`config.mk`:
```
export PLATFORM = sky130hd
export DESIGN_NAME = antares_gpr_bank
export DESIGN_NICKNAME = d
export VERILOG_FILES = /design/src/rtl/antares_gpr_bank_pkg.sv /design/src/rtl/antares_gpr_clr_seq.sv /design/src/rtl/antares_gpr_bank.sv
export SDC_FILE = /design/constraint.sdc
export NUM_CORES = 1
export LEC_CHECK = 0
export CAP_MARGIN = 0
export CELL_PAD_IN_SITES_DETAIL_PLACEMENT = 0
export CELL_PAD_IN_SITES_GLOBAL_PLACEMENT = 2
export CORE_MARGIN = 1
export CORE_UTILIZATION = 45
export CTS_CLUSTER_DIAMETER = 40
export CTS_CLUSTER_SIZE = 28
export DETAILED_ROUTE_END_ITERATION = 16
export DONT_BUFFER_PORTS = 1
export GPL_TIMING_DRIVEN = 0
export PLACE_DENSITY = 0.75
export SYNTH_ARGS = -nofsm -noshare
export SYNTH_HDL_FRONTEND = slang
export SYNTH_HIERARCHICAL = 1
export SYNTH_SLANG_ARGS = --single-unit
```
`constraint.sdc`:
```
create_clock -name clk -period 10.65 [get_ports clk]
set_input_delay 1.065 -clock clk [delete_from_list [all_inputs] [get_ports clk]]
set_output_delay 1.065 -clock clk [all_outputs]
set_load 0.02 [all_outputs]
```
`src/rtl/antares_gpr_bank_pkg.sv`:
```
// rtl/antares_gpr_bank_pkg.sv - shared types and defaults for the Antares GPR bank
package antares_gpr_bank_pkg;

  // Sequencer state encoding: READY = 0, CLEAR = 1
  typedef enum logic {
    GPR_ST_READY = 1'b0,
    GPR_ST_CLEAR = 1'b1
  } gpr_state_e;

  // Default geometry of the bank
  localparam int GPR_DEF_DATA_WIDTH = 32;
  localparam int GPR_DEF_ADDR_WIDTH = 5;

  // First register the clear sequencer touches; r0 is skipped when it is hard-wired
  function automatic int gpr_first_ptr(input bit zero_reg);
    return zero_reg ? 1 : 0;
  endfunction

endpackage

```
`src/rtl/antares_gpr_clr_seq.sv`:
```
// rtl/antares_gpr_clr_seq.sv - clear sequencer that zeroes the register array
module antares_gpr_clr_seq
  import antares_gpr_bank_pkg::*;
#(
  parameter int ADDR_WIDTH = GPR_DEF_ADDR_WIDTH,
  parameter bit ZERO_REG   = 1'b1
) (
  input  logic                  clk,
  input  logic                  rst_n,
  input  logic                  clr_req,
  output logic                  busy,
  output logic                  clr_we,
  output logic [ADDR_WIDTH-1:0] clr_addr
);

  localparam logic [ADDR_WIDTH-1:0] FIRST = ADDR_WIDTH'(gpr_first_ptr(ZERO_REG));
  localparam logic [ADDR_WIDTH-1:0] LAST  = '1;

  gpr_state_e            state_q, state_d;
  logic [ADDR_WIDTH-1:0] ptr_q, ptr_d;

  // State and pointer register; reset (re)starts a clear from FIRST
  always_ff @(posedge clk) begin
    if (!rst_n) begin
      state_q <= GPR_ST_CLEAR;
      ptr_q   <= FIRST;
    end else begin
      state_q <= state_d;
      ptr_q   <= ptr_d;
    end
  end

  // Next state: walk the pointer to the last register, accept clear requests only in READY
  always_comb begin
    state_d = state_q;
    ptr_d   = ptr_q;
    case (state_q)
      GPR_ST_READY: begin
        if (clr_req) begin
          state_d = GPR_ST_CLEAR;
          ptr_d   = FIRST;
        end
      end
      GPR_ST_CLEAR: begin
        ptr_d = ptr_q + 1'b1;
        if (ptr_q == LAST) begin
          state_d = GPR_ST_READY;
        end
      end
      default: begin
        state_d = GPR_ST_CLEAR;
        ptr_d   = FIRST;
      end
    endcase
  end

  // Outputs: busy also covers the reset window so reads are forced while rst_n is low
  always_comb begin
    busy     = 1'b0;
    clr_we   = 1'b0;
    clr_addr = ptr_q;
    if (!rst_n || state_q == GPR_ST_CLEAR) begin
      busy = 1'b1;
    end
    if (rst_n && state_q == GPR_ST_CLEAR) begin
      clr_we = 1'b1;
    end
  end

endmodule

```
`src/rtl/antares_gpr_bank.sv`:
```
// rtl/antares_gpr_bank.sv - two-read/one-write register bank with bypass and hardware clear
module antares_gpr_bank
  import antares_gpr_bank_pkg::*;
#(
  parameter int DATA_WIDTH   = GPR_DEF_DATA_WIDTH,
  parameter int ADDR_WIDTH   = GPR_DEF_ADDR_WIDTH,
  parameter bit ZERO_REG     = 1'b1,
  parameter bit WRITE_BYPASS = 1'b1
) (
  input  logic                  clk,
  input  logic                  rst_n,
  input  logic                  gpr_clr,
  input  logic [ADDR_WIDTH-1:0] gpr_ra_a,
  input  logic [ADDR_WIDTH-1:0] gpr_ra_b,
  input  logic [ADDR_WIDTH-1:0] gpr_wa,
  input  logic [DATA_WIDTH-1:0] gpr_wd,
  input  logic                  gpr_we,
  output logic [DATA_WIDTH-1:0] gpr_rd_a,
  output logic [DATA_WIDTH-1:0] gpr_rd_b,
  output logic                  gpr_busy
);

  localparam int DEPTH = 1 << ADDR_WIDTH;

  logic [DATA_WIDTH-1:0] regs [DEPTH];

  logic                  clr_we;
  logic [ADDR_WIDTH-1:0] clr_addr;
  logic                  ext_we;
  logic                  wr_en;
  logic [ADDR_WIDTH-1:0] wr_addr;
  logic [DATA_WIDTH-1:0] wr_data;

  antares_gpr_clr_seq #(
    .ADDR_WIDTH (ADDR_WIDTH),
    .ZERO_REG   (ZERO_REG)
  ) u_clr_seq (
    .clk      (clk),
    .rst_n    (rst_n),
    .clr_req  (gpr_clr),
    .busy     (gpr_busy),
    .clr_we   (clr_we),
    .clr_addr (clr_addr)
  );

  // External write is taken only in READY, with no clear request and not to a hard-wired r0
  always_comb begin
    ext_we = gpr_we && !gpr_busy && !gpr_clr;
    if (ZERO_REG && gpr_wa == '0) begin
      ext_we = 1'b0;
    end
  end

  // Write-port mux: the sequencer owns the port while clearing
  always_comb begin
    wr_en   = 1'b0;
    wr_addr = gpr_wa;
    wr_data = gpr_wd;
    if (clr_we) begin
      wr_en   = 1'b1;
      wr_addr = clr_addr;
      wr_data = '0;
    end else if (ext_we) begin
      wr_en = 1'b1;
    end
  end

  // Register array; intentionally not reset, zeros come from the sequencer
  always_ff @(posedge clk) begin
    if (wr_en) begin
      regs[wr_addr] <= wr_data;
    end
  end

  // Read port A: busy, hard zero, same-cycle bypass, then array
  always_comb begin
    gpr_rd_a = regs[gpr_ra_a];
    if (gpr_busy) begin
      gpr_rd_a = '0;
    end else if (ZERO_REG && gpr_ra_a == '0) begin
      gpr_rd_a = '0;
    end else if (WRITE_BYPASS && gpr_we && !gpr_clr && gpr_ra_a == gpr_wa) begin
      gpr_rd_a = gpr_wd;
    end
  end

  // Read port B: same priority as port A, fully independent
  always_comb begin
    gpr_rd_b = regs[gpr_ra_b];
    if (gpr_busy) begin
      gpr_rd_b = '0;
    end else if (ZERO_REG && gpr_ra_b == '0) begin
      gpr_rd_b = '0;
    end else if (WRITE_BYPASS && gpr_we && !gpr_clr && gpr_ra_b == gpr_wa) begin
      gpr_rd_b = gpr_wd;
    end
  end

endmodule

```
==> run metrics <==
WHS=0.4079 ns; R2R depth=9; port bufs=0; die height=330.4 um; CTS Buf Count=145; postcts setup bufs=0; PwrDens=179.5 nW/um2; pin count of the biggest net entering global routing=33; status=finished with violations; final worst-path cycle share=54.24%; Post-CTS Resized=0; Worst Path Arrival=4.71 ns; first-pass GRT wire length=232,300 um; Fmax=173.1 MHz; post-synthesis cell count=2,629; syn nets=2,682; Main synth FF type=edfxtp_1; synthesis-stage register bit count=1,030; Slew @ Worst Pin=1.638 ns; IO Count=116; crit path launch type=input pin; Cell Area, Synth=48,540 um2; die area=109,200 um2; Worst EP required=9.59 ns; RSZ-0062 raised after global routing=false; Setup Skew=0.01913 ns; routed wire length=167,100 um; initial antenna violation count=4; number of global-route vias before repair=30,223; Async SR Flop Fraction=0%; crit-path cells=clkbuf_1 > buf_2 > clkbuf_1 > a221oi_1 > a22oi_1 > o21ai_0 > a221o_1; routability cong.=0.9155; antenna viol nets, final=0; Rel. slew slack=-9.209%; final hold viol count=0; PnR Total Power=0.01021 W; Initial Utilization=45.34%; Synth Warn #=6; Max Slew Vio Count=11; routed len/inst=38.23 um; hold path depth=1; CORE AREA=107,100 um2; crit path max fanout=10; gr ovfl total=0; proportion of layout cells with a drive suffix above 1=29.49%; via count=29,986; Period minus WS final=5.777 ns; Hold Crit Class=input pin to flip-flop; root buffer cell=clkbuf_16; syn_area_per_cell=18.46 um2; Vias/cell=6.860; DRT Pass-1 Iters=5; CTS HTree Levels=4; placed insts=4,105; Synth cell types=54; clock slew at reported path FFs=0.05 ns; Setup crit end kind=output pin; final std cells w/o fill=4,371; Lkg Pwr=18.64 nW; cts hold-fix bufs=0; VDD IR-drop max=0.1938 mV; Critical-path top delay cell=clkbuf_1; Filler cells=8,401; critical path class=input pin to output pin; Total Routing Usage GR=30.81%; final worst slack=4.873 ns; setup tns final=0 ns; Area growth, synth to finish=17.13%; DRT iter0 DRCs=3,827; DRC viols=0; Die X=330.4 um; failing checks=max-capacitance violations, max-slew violations; cell mode on critical path=clkbuf_1; slowest stage delay, CP=1.23 ns; setup slack at placement=5.053 ns; CTS tree=yes; post-synthesis sequential area ratio=63.59%; DP Wirelength=117,600 um; CTS max path bufs=3; final layout net count=2,902; Placement Rows=120; CTS Sinks=1,030; MaxCap Viol Count=2; number of flops mapped to enable cells by yosys=1,024; final setup fails=0; clock latency on the worst-skew pair=0.75 ns
-- final cells by class --
| type | count | area (um2) | share of cell area, % |
|---|---|---|---|
| diodes | 4 | 10.01 | 0.01760 |
| plain buffers | 221 | 1144 | 2.011 |
| clock buffers | 162 | 3820 | 6.718 |
| clock inverters | 100 | 1080 | 1.899 |
| inverters | 9 | 33.78 | 0.05941 |
| multi-input cells | 1369 | 16830 | 29.59 |
| flip-flops and latches | 1030 | 30870 | 54.29 |
| well taps | 1403 | 1755 | 3.087 |
| repair buffers | 73 | 1321 | 2.324 |
-- worst max-delay path, delay by kind of cell --
kind | cells | cell delay [ns]
buffers and inverters | 3 | 2.26
AOI/OAI and AO/OA | 4 | 1.37
-- synth_stat cells, types with 32 or more instances --
cell type / instances / area (um2)
nor2b_1: 41 / 256.5
a21oi_1: 34 / 170.2
o221ai_1: 32 / 280.3
edfxtp_1: 1024 / 30750
clkbuf_1: 102 / 382.9
buf_2: 56 / 280.3
mux2i_1: 348 / 3483
a31oi_1: 34 / 212.7
nor2_1: 69 / 259.0
buf_4: 35 / 262.8
a22oi_1: 97 / 728.2
mux4_2: 386 / 8693
o21ai_0: 76 / 380.4
a221oi_1: 126 / 1104
-- stage by stage --
step / utilization (%) / cell area (um2)
2_1_floorplan: - / 48540
3_3_place_gp: 46.98 / 50300
3_5_place_dp: 48.53 / 51950
4_1_cts: 53.10 / 56850
5_1_grt: 53.10 / 56850
6_report: 53.11 / 56860
-- sequential cells by signal, indices dropped and copies added (netlist names) --
signal              count
u_clr_seq/clr_addr      5
regs                 1024
u_clr_seq/state_q       1
-- routing by layer --
metal	GRT usage (%)	wire (um)
met1	41.50	66050
met2	47.68	77300
met3	9.408	18190
met4	10.49	5554
met5	0	0
-- cells by family after synthesis --
logic type | after synthesis | synth area share, %
buffers and inverters | 230 | 2.425
adder cells (fa/ha/maj) | 2 | 0.05154
multiplexers | 735 | 25.11
XOR/XNOR | 10 | 0.1804
AO/OA/AOI/OAI | 467 | 7.042
flip-flops | 1030 | 63.59
AND/OR/NAND/NOR | 155 | 1.601
-- power breakdown --
part | internal, W | switching, W | total [W]
Combinational | 0.000291 | 0.000507 | 0.000798
Clock | 0.00300 | 0.00189 | 0.00489
Sequential | 0.00450 | 0.0000179 | 0.00452
-- path summary, 6_finish.rpt --
check	slack (ns)	to	start
max	4.87	gpr_rd_a[16]	gpr_ra_a[4]
min	0.41	u_clr_seq/clr_addr[0]$_SDFFE_PN1P_	rst_n
max reg2reg	6.55	regs[30][22]$_DFFE_PP_	u_clr_seq/state_q$_SDFF_PN1_
min reg2reg	0.54	u_clr_seq/clr_addr[3]$_SDFFE_PN0P_	u_clr_seq/clr_addr[3]$_SDFFE_PN0P_
-- cells in the final DEF (no fill, tap or decap), types with 31 or more instances in the layout --
| cell type | n |
|---|---|
| edfxtp_1 | 1024 |
| mux4_2 | 386 |
| buf_4 | 37 |
| nor2_4 | 32 |
| nor2b_2 | 32 |
| buf_2 | 56 |
| a31oi_1 | 33 |
| o221ai_1 | 32 |
| a221o_1 | 31 |
| a22oi_1 | 97 |
| a221oi_1 | 126 |
| clkbuf_16 | 151 |
| a21oi_1 | 33 |
| nor2_1 | 37 |
| clkbuf_1 | 113 |
| mux2i_1 | 348 |
| o21ai_0 | 76 |
Power figures use the tool's default switching activity.
